### src/rtl/alu_share_arb_if.sv
// alu_share_arb_if: request, alu and response signals of the shared-alu arbiter
interface alu_share_arb_if;
    logic        req0_valid;
    logic        req0_ready;
    logic [4:0]  req0_opcode;
    logic [1:0]  req0_funct;
    logic [15:0] req0_rs;
    logic [15:0] req0_rt;
    logic [15:0] req0_pc;
    logic [7:0]  req0_imm;
    logic        req1_valid;
    logic        req1_ready;
    logic [4:0]  req1_opcode;
    logic [1:0]  req1_funct;
    logic [15:0] req1_rs;
    logic [15:0] req1_rt;
    logic [15:0] req1_pc;
    logic [7:0]  req1_imm;
    logic [4:0]  alu_opcode;
    logic [1:0]  alu_funct;
    logic [15:0] alu_rs;
    logic [15:0] alu_rt;
    logic [15:0] alu_pc;
    logic [7:0]  alu_imm;
    logic [15:0] alu_res;
    logic        rsp_valid;
    logic        rsp_ready;
    logic        rsp_id;
    logic [15:0] rsp_res;

    modport master (
        output req0_valid, req0_opcode, req0_funct, req0_rs, req0_rt, req0_pc, req0_imm,
        output req1_valid, req1_opcode, req1_funct, req1_rs, req1_rt, req1_pc, req1_imm,
        input  req0_ready, req1_ready,
        input  alu_opcode, alu_funct, alu_rs, alu_rt, alu_pc, alu_imm,
        output alu_res,
        input  rsp_valid, rsp_id, rsp_res,
        output rsp_ready
    );

    modport slave (
        input  req0_valid, req0_opcode, req0_funct, req0_rs, req0_rt, req0_pc, req0_imm,
        input  req1_valid, req1_opcode, req1_funct, req1_rs, req1_rt, req1_pc, req1_imm,
        output req0_ready, req1_ready,
        output alu_opcode, alu_funct, alu_rs, alu_rt, alu_pc, alu_imm,
        input  alu_res,
        output rsp_valid, rsp_id, rsp_res,
        input  rsp_ready
    );
endinterface

### src/rtl/alu_share_arb.sv
// alu_share_arb: shares one alu between two requesters; ALU_ARB_RR_EN selects round-robin over fixed priority
module alu_share_arb #(
    parameter int CNT_W = 8
) (
    input  logic             clk,
    input  logic             rst,
    alu_share_arb_if.slave   bus,
    output logic [CNT_W-1:0] grant_cnt0,
    output logic [CNT_W-1:0] grant_cnt1
);
    typedef enum logic [1:0] {IDLE, EXEC, RESP} state_t;
    state_t      state, state_nxt;
    logic        win;
    logic        accept;
    logic        id_q;
    logic [4:0]  opcode_q;
    logic [1:0]  funct_q;
    logic [15:0] rs_q;
    logic [15:0] rt_q;
    logic [15:0] pc_q;
    logic [7:0]  imm_q;
    logic [15:0] res_q;
`ifdef ALU_ARB_RR_EN
    logic last_grant;
    assign win = (bus.req0_valid && bus.req1_valid) ? ~last_grant : bus.req1_valid;
    always_ff @(posedge clk)
        if (rst) last_grant <= 1'b1;
        else if (accept) last_grant <= win;
`else
    assign win = ~bus.req0_valid & bus.req1_valid;
`endif
    always_comb begin
        accept         = state == IDLE && (win ? bus.req1_valid : bus.req0_valid);
        state_nxt      = state == IDLE ? (accept ? EXEC : IDLE) :
                         state == EXEC ? RESP : (bus.rsp_ready ? IDLE : RESP);
        bus.req0_ready = state == IDLE && !win;
        bus.req1_ready = state == IDLE && win;
        bus.rsp_valid  = state == RESP;
    end
    always_ff @(posedge clk) begin
        if (rst) begin
            state      <= IDLE;
            id_q       <= 1'b0;
            opcode_q   <= '0;
            funct_q    <= '0;
            rs_q       <= '0;
            rt_q       <= '0;
            pc_q       <= '0;
            imm_q      <= '0;
            res_q      <= '0;
            grant_cnt0 <= '0;
            grant_cnt1 <= '0;
        end else begin
            state <= state_nxt;
            if (accept) begin
                id_q     <= win;
                opcode_q <= win ? bus.req1_opcode : bus.req0_opcode;
                funct_q  <= win ? bus.req1_funct : bus.req0_funct;
                rs_q     <= win ? bus.req1_rs : bus.req0_rs;
                rt_q     <= win ? bus.req1_rt : bus.req0_rt;
                pc_q     <= win ? bus.req1_pc : bus.req0_pc;
                imm_q    <= win ? bus.req1_imm : bus.req0_imm;
                // increment is zero once the counter is all-ones, so it saturates
                if (win) grant_cnt1 <= grant_cnt1 + {{(CNT_W-1){1'b0}}, ~&grant_cnt1};
                else     grant_cnt0 <= grant_cnt0 + {{(CNT_W-1){1'b0}}, ~&grant_cnt0};
            end
            if (state == EXEC) res_q <= bus.alu_res;
        end
    end
    assign bus.alu_opcode = opcode_q;
    assign bus.alu_funct  = funct_q;
    assign bus.alu_rs     = rs_q;
    assign bus.alu_rt     = rt_q;
    assign bus.alu_pc     = pc_q;
    assign bus.alu_imm    = imm_q;
    assign bus.rsp_id     = id_q;
    assign bus.rsp_res    = res_q;
endmodule

### src/flat_wrapper.sv
// flat-port wrapper written by rule: the top's interface ports become plain ports
module alu_share_arb_flat 
#(
    parameter int CNT_W = 8
)
  (clk, rst, grant_cnt0, grant_cnt1, bus_req0_valid, bus_req0_opcode, bus_req0_funct, bus_req0_rs, bus_req0_rt, bus_req0_pc, bus_req0_imm, bus_req1_valid, bus_req1_opcode, bus_req1_funct, bus_req1_rs, bus_req1_rt, bus_req1_pc, bus_req1_imm, bus_req0_ready, bus_req1_ready, bus_alu_opcode, bus_alu_funct, bus_alu_rs, bus_alu_rt, bus_alu_pc, bus_alu_imm, bus_alu_res, bus_rsp_valid, bus_rsp_id, bus_rsp_res, bus_rsp_ready);
  alu_share_arb_if bus_i ();
  input  logic clk;
  input  logic rst;
  output logic [CNT_W-1:0] grant_cnt0;
  output logic [CNT_W-1:0] grant_cnt1;
  input wire logic [$bits(bus_i.req0_valid)-1:0] bus_req0_valid;
  input wire logic [$bits(bus_i.req0_opcode)-1:0] bus_req0_opcode;
  input wire logic [$bits(bus_i.req0_funct)-1:0] bus_req0_funct;
  input wire logic [$bits(bus_i.req0_rs)-1:0] bus_req0_rs;
  input wire logic [$bits(bus_i.req0_rt)-1:0] bus_req0_rt;
  input wire logic [$bits(bus_i.req0_pc)-1:0] bus_req0_pc;
  input wire logic [$bits(bus_i.req0_imm)-1:0] bus_req0_imm;
  input wire logic [$bits(bus_i.req1_valid)-1:0] bus_req1_valid;
  input wire logic [$bits(bus_i.req1_opcode)-1:0] bus_req1_opcode;
  input wire logic [$bits(bus_i.req1_funct)-1:0] bus_req1_funct;
  input wire logic [$bits(bus_i.req1_rs)-1:0] bus_req1_rs;
  input wire logic [$bits(bus_i.req1_rt)-1:0] bus_req1_rt;
  input wire logic [$bits(bus_i.req1_pc)-1:0] bus_req1_pc;
  input wire logic [$bits(bus_i.req1_imm)-1:0] bus_req1_imm;
  output wire logic [$bits(bus_i.req0_ready)-1:0] bus_req0_ready;
  output wire logic [$bits(bus_i.req1_ready)-1:0] bus_req1_ready;
  output wire logic [$bits(bus_i.alu_opcode)-1:0] bus_alu_opcode;
  output wire logic [$bits(bus_i.alu_funct)-1:0] bus_alu_funct;
  output wire logic [$bits(bus_i.alu_rs)-1:0] bus_alu_rs;
  output wire logic [$bits(bus_i.alu_rt)-1:0] bus_alu_rt;
  output wire logic [$bits(bus_i.alu_pc)-1:0] bus_alu_pc;
  output wire logic [$bits(bus_i.alu_imm)-1:0] bus_alu_imm;
  input wire logic [$bits(bus_i.alu_res)-1:0] bus_alu_res;
  output wire logic [$bits(bus_i.rsp_valid)-1:0] bus_rsp_valid;
  output wire logic [$bits(bus_i.rsp_id)-1:0] bus_rsp_id;
  output wire logic [$bits(bus_i.rsp_res)-1:0] bus_rsp_res;
  input wire logic [$bits(bus_i.rsp_ready)-1:0] bus_rsp_ready;
  assign bus_i.req0_valid = bus_req0_valid;
  assign bus_i.req0_opcode = bus_req0_opcode;
  assign bus_i.req0_funct = bus_req0_funct;
  assign bus_i.req0_rs = bus_req0_rs;
  assign bus_i.req0_rt = bus_req0_rt;
  assign bus_i.req0_pc = bus_req0_pc;
  assign bus_i.req0_imm = bus_req0_imm;
  assign bus_i.req1_valid = bus_req1_valid;
  assign bus_i.req1_opcode = bus_req1_opcode;
  assign bus_i.req1_funct = bus_req1_funct;
  assign bus_i.req1_rs = bus_req1_rs;
  assign bus_i.req1_rt = bus_req1_rt;
  assign bus_i.req1_pc = bus_req1_pc;
  assign bus_i.req1_imm = bus_req1_imm;
  assign bus_req0_ready = bus_i.req0_ready;
  assign bus_req1_ready = bus_i.req1_ready;
  assign bus_alu_opcode = bus_i.alu_opcode;
  assign bus_alu_funct = bus_i.alu_funct;
  assign bus_alu_rs = bus_i.alu_rs;
  assign bus_alu_rt = bus_i.alu_rt;
  assign bus_alu_pc = bus_i.alu_pc;
  assign bus_alu_imm = bus_i.alu_imm;
  assign bus_i.alu_res = bus_alu_res;
  assign bus_rsp_valid = bus_i.rsp_valid;
  assign bus_rsp_id = bus_i.rsp_id;
  assign bus_rsp_res = bus_i.rsp_res;
  assign bus_i.rsp_ready = bus_rsp_ready;
  alu_share_arb #(.CNT_W(CNT_W)) u_core (.clk(clk), .rst(rst), .bus(bus_i), .grant_cnt0(grant_cnt0), .grant_cnt1(grant_cnt1));
endmodule
### config.mk
export PLATFORM = sky130hd
export DESIGN_NAME = alu_share_arb_flat
export DESIGN_NICKNAME = d
export VERILOG_FILES = /design/src/rtl/alu_share_arb_if.sv /design/src/rtl/alu_share_arb.sv /design/src/flat_wrapper.sv
export SDC_FILE = /design/constraint.sdc
export NUM_CORES = 1
export LEC_CHECK = 0
export CAP_MARGIN = 25
export CELL_PAD_IN_SITES_DETAIL_PLACEMENT = 0
export CELL_PAD_IN_SITES_GLOBAL_PLACEMENT = 1
export CORE_MARGIN = 10
export CORE_UTILIZATION = 40
export DETAILED_ROUTE_END_ITERATION = 8
export DONT_BUFFER_PORTS = 1
export PLACE_DENSITY_LB_ADDON = 0.08
export SYNTH_ARGS = -nofsm -noshare
export SYNTH_HDL_FRONTEND = slang
export SYNTH_SLANG_ARGS = --single-unit
### constraint.sdc
create_clock -name clk -period 3.9 [get_ports clk]
set_input_delay 0.78 -clock clk [delete_from_list [all_inputs] [get_ports clk]]
set_output_delay 0.78 -clock clk [all_outputs]
set_load 0.03 [all_outputs]
=== After elaboration in Yosys (flattened, before gate mapping) ===
Index checks and enable logic that the tools add are counted.

* Output and inout port bits: 99
* Logic and storage cells: 40
* Flip-flop bits (word level): 98
* Bits of input ports: 147

* Add/sub/neg operators: 2
* Bitwise gates (word level): 3
* Equality and inequality tests: 2
* Multiplexer cells: 11
* Reductions and logical operators: 11

{| class="wikitable"
|+ Operators by type and width
! cell !! count
|-
| $mux 16 || 3
|-
| $add 8x1->8 || 2
|-
| $reduce_and 8->1 || 2
|-
| $mux 2 || 4
|-
| $mux 8 || 1
|-
| $mux 5 || 1
|-
| $reduce_and 2->1 || 2
|-
| $logic_and 1x1->1 || 3
|-
| $logic_not 1->1 || 3
|-
| $eq 2x1->1 const B || 1
|-
| $eq 2x2->1 const B || 1
|-
| $logic_not 2->1 || 1
|-
| $mux 1 || 2
|-
| $not 1->1 || 2
|-
| $and 1x1->1 || 1
|}

=== Depth between registers and ports, before layout ===
Gate-level depths: netlist of the first run.

* Depth after elaboration: 6
* Mapped depth: 7
* Depth with buffers taken out: 7

=== Worst setup path before layout of the first run ===
OpenSTA, ideal clock, no wires.

* Path type: input-to-output
* Start point: input bus_req0_valid
* End point: output bus_req0_ready
* Buffers on the path: 2
* Arrival: 1.828 ns
* Cell stages on the path: 4
* Slack: 1.292 ns
* Data required time: 3.120 ns
* Cell sequence: clkbuf_1 -> inv_1 -> clkbuf_1 -> a21oi_1

* Word-level cells in the longest chain between the ends: 4

{| class="wikitable"
|+ Ends and longest elaborated chain
! element !! line !! source
|-
| start, declared || flat_wrapper.sv:12 || <nowiki>input wire logic [$bits(bus_i.req0_valid)-1:0] bus_req0_valid;</nowiki>
|-
| $not 1->1 || alu_share_arb.sv:30 || <nowiki>assign win = ~bus.req0_valid & bus.req1_valid;</nowiki>
|-
| $and 1x1->1 || alu_share_arb.sv:30 ||
|-
| $logic_not 1->1 || alu_share_arb.sv:36 || <nowiki>bus.req0_ready = state == IDLE && !win;</nowiki>
|-
| $logic_and 1x1->1 || alu_share_arb.sv:36 ||
|-
| end, declared || flat_wrapper.sv:26 || <nowiki>output wire logic [$bits(bus_i.req0_ready)-1:0] bus_req0_ready;</nowiki>
|}

Every way passes these cells.

=== Worst setup path after layout of the first run ===
* Start point: input bus_req0_valid
* End point: output bus_req1_ready

* Word-level cells in the longest chain between the ends: 3

{| class="wikitable"
|+ Ends and longest elaborated chain
! element !! line !! source
|-
| $not 1->1 || alu_share_arb.sv:30 ||
|-
| $and 1x1->1 || alu_share_arb.sv:30 ||
|-
| $logic_and 1x1->1 || alu_share_arb.sv:37 || <nowiki>bus.req1_ready = state == IDLE && win;</nowiki>
|-
| end, declared || flat_wrapper.sv:27 || <nowiki>output wire logic [$bits(bus_i.req1_ready)-1:0] bus_req1_ready;</nowiki>
|}

Every way passes these cells.

==> implementation parameters, run 1 <==
Parameter                              Value

Run status
  Status    complete, no violations

Power
  Power, Total    about 2.3 mW
  Maximum ir drop on the vdd rail    between 200 and 250 uV
  Power Dens Cells    approximately 500 nW/um^2
  Pleak    approximately 1.6 nW

STA
  Maximum frequency from static timing analysis    about 400 MHz
  Post-route clock skew    around 0.0078 ns
  Number of failing setup endpoints in the final timing report    0
  RSZ-0062 raised after global routing    no
  Tightest Pin Transition    around 1.0 ns
  Number of slew-limit violations in the final report    0
  Minimum period implied by the final worst setup slack    around 2.5 ns
  Min setup slack post-route    between 1 and 1.5 ns
  Count of final hold-check violations    0
  Final cycle utilization of the critical path    between 60% and 70%
  Worst-case headroom to the max-slew limit    around 33%
  Summed negative setup slack over all endpoints    0 ns

Synthesis
  Number of synthesis warnings    0
  Share of flip-flops with an asynchronous set or reset    0%
  Synthesized Nets    690
  Top cell types by occurrence after synthesis    98 x dfxtp_1, 96 x a21oi_1, 72 x nand2_1, 45 x clkbuf_1, 36 x o21ai_0
  Unique cell type count in the Yosys netlist    30
  Cell count after synthesis    539
  Most common cell in the synthesized netlist    dfxtp_1
  Fraction of synthesized cell area taken by the top area cell type    44.5%
  Synth area leaders    dfxtp_1 45%, a21oi_1 11%, nand2_1 6.1%
  Cell type with the highest aggregate area in the netlist    dfxtp_1
  Number of enable-type register cells in the synthesized netlist    0
  Average cell area after synthesis    slightly above 8 um^2
  Post-synth top flop    dfxtp_1
  Flops & latches, synth    98
  Cell area after synthesis    between 4000 and 5000 um^2
  Proportion of synthesized chip area in sequential cells    44.5%

Global route
  Global routing usage summed across all routing layers    between 15 and 20%
  Gr ovfl total    0
  Maximum number of pins on one net before global-route repair    100
  Vias in the first global route    between 3k and 4k
  Initial antenna violation count    0
  Global-route wire length before repair    approximately 22000 um

Place
  Port bufs    0
  Global placement routability congestion    0.753
  DP Worst Slack    1.41 ns
  HPWL after detailed placement    ~10000 um
  Placed inst area    approximately 4400 um^2

Min path
  End point of the worst hold path    u_core.bus.alu_rt[3]$_SDFFE_PP0N_
  Startpoint of the most critical hold path    rst
  Kind of path behind the tightest hold check    in2reg
  Number of instances on the worst hold path    1

Floorplan
  Initial core utilization    just over 40%
  Placeable Area    approximately 11000 um^2
  Chip Height    ~120 um
  I/O pin count    between 200 and 250
  DIE AREA    15600 um^2
  # rows    38
  Die X-Extent    around 120 um

Cells and area
  Ratio of cells with drive above 1 in the final layout    between 5 and 6%
  Layout overhead on the synthesized area    4.60%
  # diodes    0
  Final core occ    between 40% and 50%
  Design Area, Final    4610 um^2
  Filler cell count    about 1.1k
  Post-layout nets    652

Worst setup path
  Worst path cell trace    or4b_4 > inv_1
  Worst reg-to-reg setup slack    1.77 ns
  Highest fanout seen on the critical path    68
  Critical Path Slowest Stage Cell    or4b_4
  End of the worst register-to-register path    u_core.grant_cnt1[4]$_SDFFE_PP0P_
  Data required time of the critical path    about 3.1 ns
  Buf/Inv on CP    1
  Crit-path leading delay family    simple AND/OR/NAND/NOR gates
  Data arrival time of the critical path    approximately 1.7 ns
  WP depth    2
  Worst path max stage delay    roughly 0.6 ns
  R2R Path Start    u_core.grant_cnt1[3]$_SDFFE_PP0P_
  Depth of the worst register-to-register path    6
  Kind of start point of the critical path    input pin
  Worst setup EP type    output pin
  Critical path class    in2out

Drt
  Antenna Nets Post-Route    0
  DRC violations left    0
  Final wirelength    approximately 14000 um
  Detailed Routing Iterations Pass 1    4
  Vias per Instance    around 5.8
  Number of vias after detailed routing    ~3.7k
  Average wire length per cell after detail routing    approximately 22 um
  Starting DRT DRC Count    between 200 and 250

Clock tree
  Total CTS buffers    9
  H-tree lvl count    3
  Latest clock arrival within the worst-skew pair    roughly 0.36 ns
  CTS tree    yes
  Clock input transition at the sequential cells of the worst setup and hold paths    ~0.090 ns
  Number of buffers added to fix hold violations after cts    0
  Sinks on Clock Net    98
  Root buffer cell    clkbuf_8
  Post-CTS sizing    0
  Maximum clock insertion buffer count    2
  Post-CTS Setup Inserts    0

Run
  Max Cap Violations    0
## cell type report
| class | count | area, um^2 | area share (%) |
|---|---|---|---|
| inverters | 4 | 15.0 | 0.326 |
| multi-input cells | 381 | 2210 | 48.0 |
| repair buffers | 7 | 52.6 | 1.14 |
| flip-flops and latches | 98 | 1960 | 42.6 |
| clock buffers | 11 | 151 | 3.29 |
| clock inverters | 3 | 40.0 | 0.869 |
| well taps | 140 | 175 | 3.80 |
## registers in the layout (all words and copies together), names as in the netlist
signal / flops
u_core.bus.alu_imm: 8
u_core.bus.alu_pc: 16
u_core.bus.rsp_res: 16
u_core.grant_cnt0: 8
u_core.state: 2
u_core.bus.alu_opcode: 5
u_core.grant_cnt1: 8
u_core.bus.alu_rs: 16
u_core.bus.alu_funct: 2
u_core.bus.alu_rt: 16
u_core.bus.rsp_id: 1
## report_power, final
part,internal (mW),switching (mW)
Combinational,0.122,0.178
Sequential,1.09,0.248
Clock,0.323,0.338
## metrics by stage
step                hold slack (ns)  cells
floorplan                     0.521    539
global placement              0.593    629
detailed placement            0.598    630
CTS                           0.453    644
global route                  0.457    644
finish                        0.476    644
## layer usage
layer  part of all wire, %  vias to the layer above  track usage, %
met1                    40                     1722            18.6
met3                    11                       11            8.58
li1                      -                     1873               -
met4                   1.3                        0            6.30
met5                     0                        -               0
met2                    47                      143            28.1
## kinds of logic after synthesis
family                     after synthesis  share of synthesized area (%)
adders and majority gates                4                           1.14
muxes                                    4                          0.937
AOI/OAI and AO/OA                      232                           31.2
and+or+nand+nor                        141                           16.7
buffers and inverters                   60                           5.48
DFF                                     98                           44.5
## cell usage in the layout (no fill, tap or decap), types with 7 or more instances in the layout
cell	synthesis	final
nand3_1	7	7
dfxtp_1	98	98
a21oi_1	96	96
buf_4	1	7
nand3b_1	30	30
a21o_1	30	30
clkbuf_8	0	11
o22ai_1	30	30
o21ai_0	36	36
a211oi_1	34	34
nand2_1	72	72
## worst max path at each step
stage / start / end / slack, ns
2_1_floorplan: bus_req0_valid / bus_req0_ready / 1.29
3_3_place_gp: bus_req0_valid / bus_req1_ready / 1.42
3_5_place_dp: bus_req0_valid / bus_req1_ready / 1.41
4_1_cts: u_core.state[0]$_SDFF_PP0_ / bus_req1_ready / 1.41
5_1_grt: u_core.state[0]$_SDFF_PP0_ / bus_req1_ready / 1.36
6_report: bus_req0_valid / bus_req1_ready / 1.41
Power figures use the tool's default switching activity.
==> run 2, diff against run 1 <==
--- a/config.mk
+++ b/config.mk
@@ -5,11 +5,12 @@
 export SDC_FILE = /design/constraint.sdc
 export NUM_CORES = 1
 export LEC_CHECK = 0
+export ABC_AREA = 1
 export CAP_MARGIN = 25
 export CELL_PAD_IN_SITES_DETAIL_PLACEMENT = 0
 export CELL_PAD_IN_SITES_GLOBAL_PLACEMENT = 1
 export CORE_MARGIN = 10
-export CORE_UTILIZATION = 40
+export CORE_UTILIZATION = 37
 export DETAILED_ROUTE_END_ITERATION = 8
 export DONT_BUFFER_PORTS = 1
 export PLACE_DENSITY_LB_ADDON = 0.08
==> constraint.sdc (replaced) <==
create_clock -name clk -period 2.2 [get_ports clk]
set_input_delay 0.44 -clock clk [delete_from_list [all_inputs] [get_ports clk]]
set_output_delay 0.44 -clock clk [all_outputs]
set_load 0.03 [all_outputs]
==> implementation parameters, run 2 <==
Parameter                              Value

Clock tree
  Maximum clock insertion buffer count    2 (unchanged)
  Total CTS buffers    9 (unchanged)
  Root buffer cell    clkbuf_16
  CTS tree    yes
  Post-CTS Setup Inserts    0 (unchanged)
  Latest clock arrival within the worst-skew pair    0.35 ns (about the same)
  Number of buffers added to fix hold violations after cts    0 (unchanged)
  H-tree lvl count    3 (unchanged)
  Post-CTS sizing    0 (unchanged)
  Sinks on Clock Net    98 (unchanged)
  Clock input transition at the sequential cells of the worst setup and hold paths    0.06 ns (-0.03 ns)

Power
  Maximum ir drop on the vdd rail    358 uV (+63%)
  Pleak    2.43 nW (+54%)
  Power Dens Cells    931 nW/um^2 (+87%)

Synthesis
  Number of synthesis warnings    0 (unchanged)
  Unique cell type count in the Yosys netlist    19 (-37%)
  Fraction of synthesized cell area taken by the top area cell type    42.4% (-2.1 points)
  Number of enable-type register cells in the synthesized netlist    0 (unchanged)
  Proportion of synthesized chip area in sequential cells    42.4% (-2.1 points)
  Synthesized Nets    869 (+26%)
  Cell area after synthesis    4630 um^2 (+5.0%)
  Post-synth top flop    dfxtp_1
  Flops & latches, synth    98 (unchanged)
  Share of flip-flops with an asynchronous set or reset    0% (unchanged)
  Top cell types by occurrence after synthesis    286 x nand2_1, 98 x dfxtp_1, 78 x inv_1, 70 x a21oi_1, 64 x nor2_1
  Cell type with the highest aggregate area in the netlist    dfxtp_1
  Most common cell in the synthesized netlist    nand2_1
  Cell count after synthesis    718 (+33%)
  Average cell area after synthesis    6.44 um^2 (-21%)
  Synth area leaders    dfxtp_1 42%, nand2_1 23%, a21oi_1 7.6%

Place
  Port bufs    0 (unchanged)
  HPWL after detailed placement    11100 um (+8.8%)
  Placed insts    871 (+38%)
  Global placement routability congestion    0.808 (+7.3%)

STA
  Maximum frequency from static timing analysis    between 500 and 600 MHz
  Number of slew-limit violations in the final report    0 (unchanged)
  Count of final hold-check violations    0 (unchanged)
  Worst-case headroom to the max-slew limit    52.8% (+19 points)
  Final cycle utilization of the critical path    around four fifths
  Summed negative setup slack over all endpoints    0 ns (unchanged)
  Post-route clock skew    0.00833 ns (+0.000520 ns)
  Minimum period implied by the final worst setup slack    1.77 ns
  Number of failing setup endpoints in the final timing report    0 (unchanged)
  Tightest Pin Transition    0.707 ns (-0.290 ns)
  RSZ-0062 raised after global routing    no

Floorplan
  # rows    40 (+5.3%)
  Die X-Extent    132 um (+5.5%)
  I/O pin count    246 (unchanged)
  Placeable Area    12100 um^2 (+12%)
  Chip Height    132 um (+5.5%)
  Initial core utilization    38.2% (-2.6 points)
  DIE AREA    17400 um^2 (+11%)

Worst setup path
  Worst reg-to-reg setup slack    0.51 ns (-1.26 ns)
  Data arrival time of the critical path    1.33 ns (-0.38 ns)
  Highest fanout seen on the critical path    12 (-82%)
  Worst setup EP type    output pin
  Depth of the worst register-to-register path    12 (+6)
  Worst path max stage delay    0.39 ns (-0.22 ns)
  Worst path cell trace    inv_1 > nand2_1 > nor2_4
  Critical path class    reg2out
  End of the worst register-to-register path    u_core.grant_cnt1[4]$_SDFFE_PP0P_
  Kind of start point of the critical path    register
  Critical Path Slowest Stage Cell    nor2_4
  R2R Path Start    u_core.grant_cnt1[4]$_SDFFE_PP0P_
  Data required time of the critical path    1.76 ns (-1.36 ns)

Drt
  DRC violations left    0 (unchanged)
  Detailed Routing Iterations Pass 1    4 (unchanged)
  Final wirelength    14800 um (+4.5%)
  Average wire length per cell after detail routing    16.7 um (-24%)
  Number of vias after detailed routing    4201 (+12%)
  Vias per Instance    4.74 (-19%)
  Starting DRT DRC Count    190 (-13%)
  Antenna Nets Post-Route    0 (unchanged)

Cells and area
  Ratio of cells with drive above 1 in the final layout    6.40% (+0.64 points)
  Commonest non-fill, non-tap cells in the layout    286 x nand2_1, 98 x dfxtp_1, 78 x inv_1, 70 x a21oi_1, 64 x nor2_1
  Number of standard cells in the final layout excluding fillers    887 (+38%)
  # diodes    0 (unchanged)
  Most common cell after layout, fill and taps aside    nand2_1
  Post-layout nets    865 (+33%)
  Layout overhead on the synthesized area    11.4%

Global route
  Global routing usage summed across all routing layers    16.3% (-0.76 points)
  Vias in the first global route    4166 (+8.9%)
  Initial antenna violation count    0 (unchanged)
  Gr ovfl total    0 (unchanged)
  Global-route wire length before repair    22800 um (+4.6%)
  Maximum number of pins on one net before global-route repair    66 (-34%)

Min path
  Startpoint of the most critical hold path    rst
  Kind of path behind the tightest hold check    in2reg
  End point of the worst hold path    u_core.bus.alu_rs[1]$_SDFFE_PP0N_
  Number of instances on the worst hold path    1 (unchanged)

Run
  Max Cap Violations    0 (unchanged)

Run status
  Status    complete, no violations
## run 2: area by class of cell
cell class	instances	area (um^2)
Multi-Input combinational cell	502	2160
Sequential cell	98	1960
Fill cell	1306	6960
Tap cell	168	210
Inverter	80	300
Clock inverter	5	77.6
Clock buffer	11	243
Timing Repair Buffer	23	198
## run 2: critical path, delay by kind of cell, from the launching register on
| kind | cells | cell delay, ns |
|---|---|---|
| DFF | 1 | 0.35 |
| buffers and inverters | 1 | 0.10 |
| and+or+nand+nor | 2 | 0.54 |
## run 2: kinds of logic after synthesis
| family | after synthesis | synth area share, % |
|---|---|---|
| compound gates | 123 | 13.4 |
| xor+xnor | 1 | 0.189 |
| fa+ha+maj | 4 | 1.08 |
| buf+inv | 118 | 11.0 |
| flops | 98 | 42.4 |
| simple gates | 374 | 31.8 |
## run 2: where the power goes
part           internal [mW]  switching (mW)
combinational          0.233           0.462
sequential              1.95           0.460
clock                   1.02           0.669
total                   3.21            1.59
## run 2: worst max path at each step
| stage | endpoint | depth (start not counted) | slack (ns) | start |
|---|---|---|---|---|
| after floorplan | u_core.grant_cnt1[2]$_SDFFE_PP0P_ | 10 | 0.33 | u_core.grant_cnt1[3]$_SDFFE_PP0P_ |
| after global placement | u_core.grant_cnt1[2]$_SDFFE_PP0P_ | 10 | 0.57 | u_core.grant_cnt1[4]$_SDFFE_PP0P_ |
| after detailed placement | u_core.grant_cnt1[2]$_SDFFE_PP0P_ | 10 | 0.53 | u_core.grant_cnt1[3]$_SDFFE_PP0P_ |
| after CTS | bus_rsp_valid | 2 | 0.40 | u_core.state[1]$_SDFF_PP0_ |
| after global routing | u_core.grant_cnt1[4]$_SDFFE_PP0P_ | 12 | 0.31 | u_core.grant_cnt1[4]$_SDFFE_PP0P_ |
| final | bus_req1_ready | 3 | 0.43 | u_core.state[1]$_SDFF_PP0_ |
## run 2: per-layer routing
| metal | share of wire [%] | GRT usage, % |
|---|---|---|
| met1 | 39 | 17.5 |
| met2 | 47 | 27.0 |
| met3 | 11 | 7.85 |
| met4 | 2.1 | 6.55 |
| met5 | 0 | 0 |
## run 2: per-stage QoR
| stage | power, mW | hold slack, ns | utilization [%] | cell area (um^2) | setup WS, ns |
|---|---|---|---|---|---|
| floorplan | 2.97 | 0.502 | - | 4630 | 0.326 |
| global placement | 3.15 | 0.513 | 39.9 | 4830 | 0.569 |
| detailed placement | 3.17 | 0.521 | 39.9 | 4830 | 0.533 |
| CTS | 4.88 | 0.153 | 42.5 | 5150 | 0.400 |
| global route | 5.07 | 0.151 | 42.5 | 5150 | 0.310 |
| finish | 4.80 | 0.175 | 42.5 | 5150 | 0.427 |
==> run 3, diff against run 2 <==
==> constraint.sdc (replaced) <==
create_clock -name clk -period 1.6 [get_ports clk]
set_input_delay 0.32 -clock clk [delete_from_list [all_inputs] [get_ports clk]]
set_output_delay 0.32 -clock clk [all_outputs]
set_load 0.03 [all_outputs]
==> implementation parameters, run 3 (synthesis results as in run 2) <==
Parameter                              Value

Clock tree
  Root buffer cell    clkbuf_16
  Total CTS buffers    9 (unchanged)
  Sinks on Clock Net    98 (unchanged)
  CTS tree    yes
  Maximum clock insertion buffer count    2 (unchanged)
  Clock input transition at the sequential cells of the worst setup and hold paths    0.07 ns (about the same)
  H-tree lvl count    3 (unchanged)
  Latest clock arrival within the worst-skew pair    0.34 ns (about the same)

Worst setup path
  Critical path class    reg2reg
  Depth of the worst register-to-register path    12 (unchanged)
  CP endpoint    u_core.grant_cnt1[4]$_SDFFE_PP0P_
  R2R Path Start    u_core.grant_cnt1[3]$_SDFFE_PP0P_
  Data arrival time of the critical path    1.79 ns (+0.46 ns)
  Worst setup EP type    register
  Worst reg-to-reg setup slack    0.09 ns (-0.42 ns)
  Highest fanout seen on the critical path    4 (-8)
  Kind of start point of the critical path    register
  Timing startpoint of the critical path    u_core.grant_cnt1[3]$_SDFFE_PP0P_
  End of the worst register-to-register path    u_core.grant_cnt1[4]$_SDFFE_PP0P_
  Data required time of the critical path    1.88 ns (+0.12 ns)

Drt
  Antenna Nets Post-Route    0 (unchanged)
  Number of vias after detailed routing    4301 (+2.4%)
  Met2 wire len    7670 um (+9.2%)
  Highest layer used for signal routing    met4
  Met3 WL post-DR    1540 um (-7.3%)
  Vias per Instance    4.76 (+0.57%)
  Starting DRT DRC Count    176 (-7.4%)
  Average wire length per cell after detail routing    16.6 um (-0.39%)
  Detailed Routing Iterations Pass 1    4 (unchanged)
  Wire length on met1    5600 um (-3.8%)
  DRC violations left    0 (unchanged)
  Final wirelength    15000 um (+1.4%)

Floorplan
  # rows    40 (unchanged)
  Initial core utilization    38.2% (unchanged)
  DIE AREA    17400 um^2 (unchanged)
  Placeable Area    12100 um^2 (unchanged)
  Chip Height    132 um (unchanged)
  I/O pin count    246 (unchanged)
  Die X-Extent    132 um (unchanged)

Min path
  Kind of path behind the tightest hold check    in2reg
  Number of instances on the worst hold path    1 (unchanged)

Power
  Power Dens Cells    1240 nW/um^2 (+34%)
  Maximum ir drop on the vdd rail    837 uV (+130%)
  Power, Total    6.81 mW (+42%)
  Pleak    2.55 nW (+4.9%)

Place
  Placed inst area    4990 um^2 (+3.3%)
  HPWL after detailed placement    11500 um (+4.1%)
  Placed insts    883 (+1.4%)
  Port bufs    0 (unchanged)
  Global placement routability congestion    0.804 (-0.51%)
  DP Worst Slack    -0.0474 ns (-0.581 ns)

Global route
  Gr ovfl total    0 (unchanged)
  Maximum number of pins on one net before global-route repair    41 (-38%)
  Global routing usage summed across all routing layers    16.7% (+0.32 points)
  Vias in the first global route    4418 (+6.0%)
  Initial antenna violation count    0 (unchanged)
  Global-route wire length before repair    23500 um (+2.8%)

Cells and area
  Ratio of cells with drive above 1 in the final layout    12.7% (+6.3 points)
  Final core occ    45.2% (+2.7 points)
  Most common cell after layout, fill and taps aside    nand2_1
  Number of standard cells in the final layout excluding fillers    903 (+1.8%)
  # diodes    0 (unchanged)
  Post-layout nets    881 (+1.8%)
  Design Area, Final    5470 um^2 (+6.3%)
  Commonest non-fill, non-tap cells in the layout    282 x nand2_1, 88 x dfxtp_1, 74 x inv_1, 69 x a21oi_1, 59 x nor2_1
  Layout overhead on the synthesized area    18.3%

STA
  Maximum frequency from static timing analysis    between 600 and 700 MHz
  Tightest Pin Transition    0.465 ns (-0.243 ns)
  RSZ-0062 raised after global routing    yes
  Final cycle utilization of the critical path    between 90% and 100%
  Worst-case headroom to the max-slew limit    69.0% (+16 points)
  Count of final hold-check violations    0 (unchanged)
  Min setup slack post-route    0.0867 ns (-0.340 ns)
  Number of slew-limit violations in the final report    0 (unchanged)
  Number of failing setup endpoints in the final timing report    0 (unchanged)
  Post-route clock skew    0.00389 ns (-0.00443 ns)
  Minimum period implied by the final worst setup slack    roughly 1.5 ns

Run status
  Status    complete, no violations

Run
  Max Cap Violations    0 (unchanged)
-- run 3: cell type report --
cell class	count	area, um^2
inverter	80	300
clock buffer	11	264
tap	168	210
fill	1316	6640
clock inverter	5	83.8
timing repair buffer	39	377
multi-input combinational	502	2250
sequential	98	1990
-- run 3: what timing repair did --
action | 4_1_cts | 5_1_grt
cloned | 0 | 1
gates resized for setup | 8 | 20
endpoints found under the setup margin | 8 | 15
pin swaps | 1 | 8
buffers inserted | 0 | 4
hold buffers | 0 | 0
-- run 3: report_power, final --
| group | internal [mW] | switching, mW | total, mW |
|---|---|---|---|
| registers | 2.67 | 0.637 | 3.31 |
| logic | 0.386 | 0.657 | 1.04 |
| clock network | 1.51 | 0.945 | 2.46 |
-- run 3: through the flow --
step | TNS, ns | hold slack [ns]
4_1_cts | 0 | 0.0173
3_3_place_gp | 0 | 0.389
3_5_place_dp | -0.106 | 0.390
2_1_floorplan | 0 | 0.424
5_1_grt | -0.0270 | 0.0104
6_report | 0 | 0.0316
-- run 3: worst min path at each step --
| stage | to | from | slack, ns |
|---|---|---|---|
| final | u_core.grant_cnt0[4]$_SDFFE_PP0P_ | rst | 0.03 |
| after global routing | u_core.grant_cnt1[4]$_SDFFE_PP0P_ | rst | 0.01 |
| after CTS | u_core.grant_cnt1[4]$_SDFFE_PP0P_ | rst | 0.02 |
| after detailed placement | u_core.grant_cnt1[4]$_SDFFE_PP0P_ | rst | 0.39 |
| after global placement | u_core.grant_cnt1[4]$_SDFFE_PP0P_ | rst | 0.39 |
| after floorplan | u_core.state[1]$_SDFF_PP0_ | bus_rsp_ready | 0.42 |
-- run 3: critical path, stage by stage (launching register included) --
cell	delay (ns)
dfxtp_4	0.36
nand2_4	0.05
nor2_4	0.11
inv_2	0.05
nor2_2	0.09
nand3_1	0.08
ha_2	0.20
ha_4	0.17
nand3_2	0.06
nand2_1	0.04
nand2_1	0.05
nand2_1	0.04
a21oi_1	0.12
-- run 3: metal layers --
layer / GRT usage [%] / vias to the layer above
met5: 0 / -
met1: 17.4 / 1918
li1: - / 2229
met4: 3.96 / 0
met3: 8.80 / 16
met2: 28.8 / 138
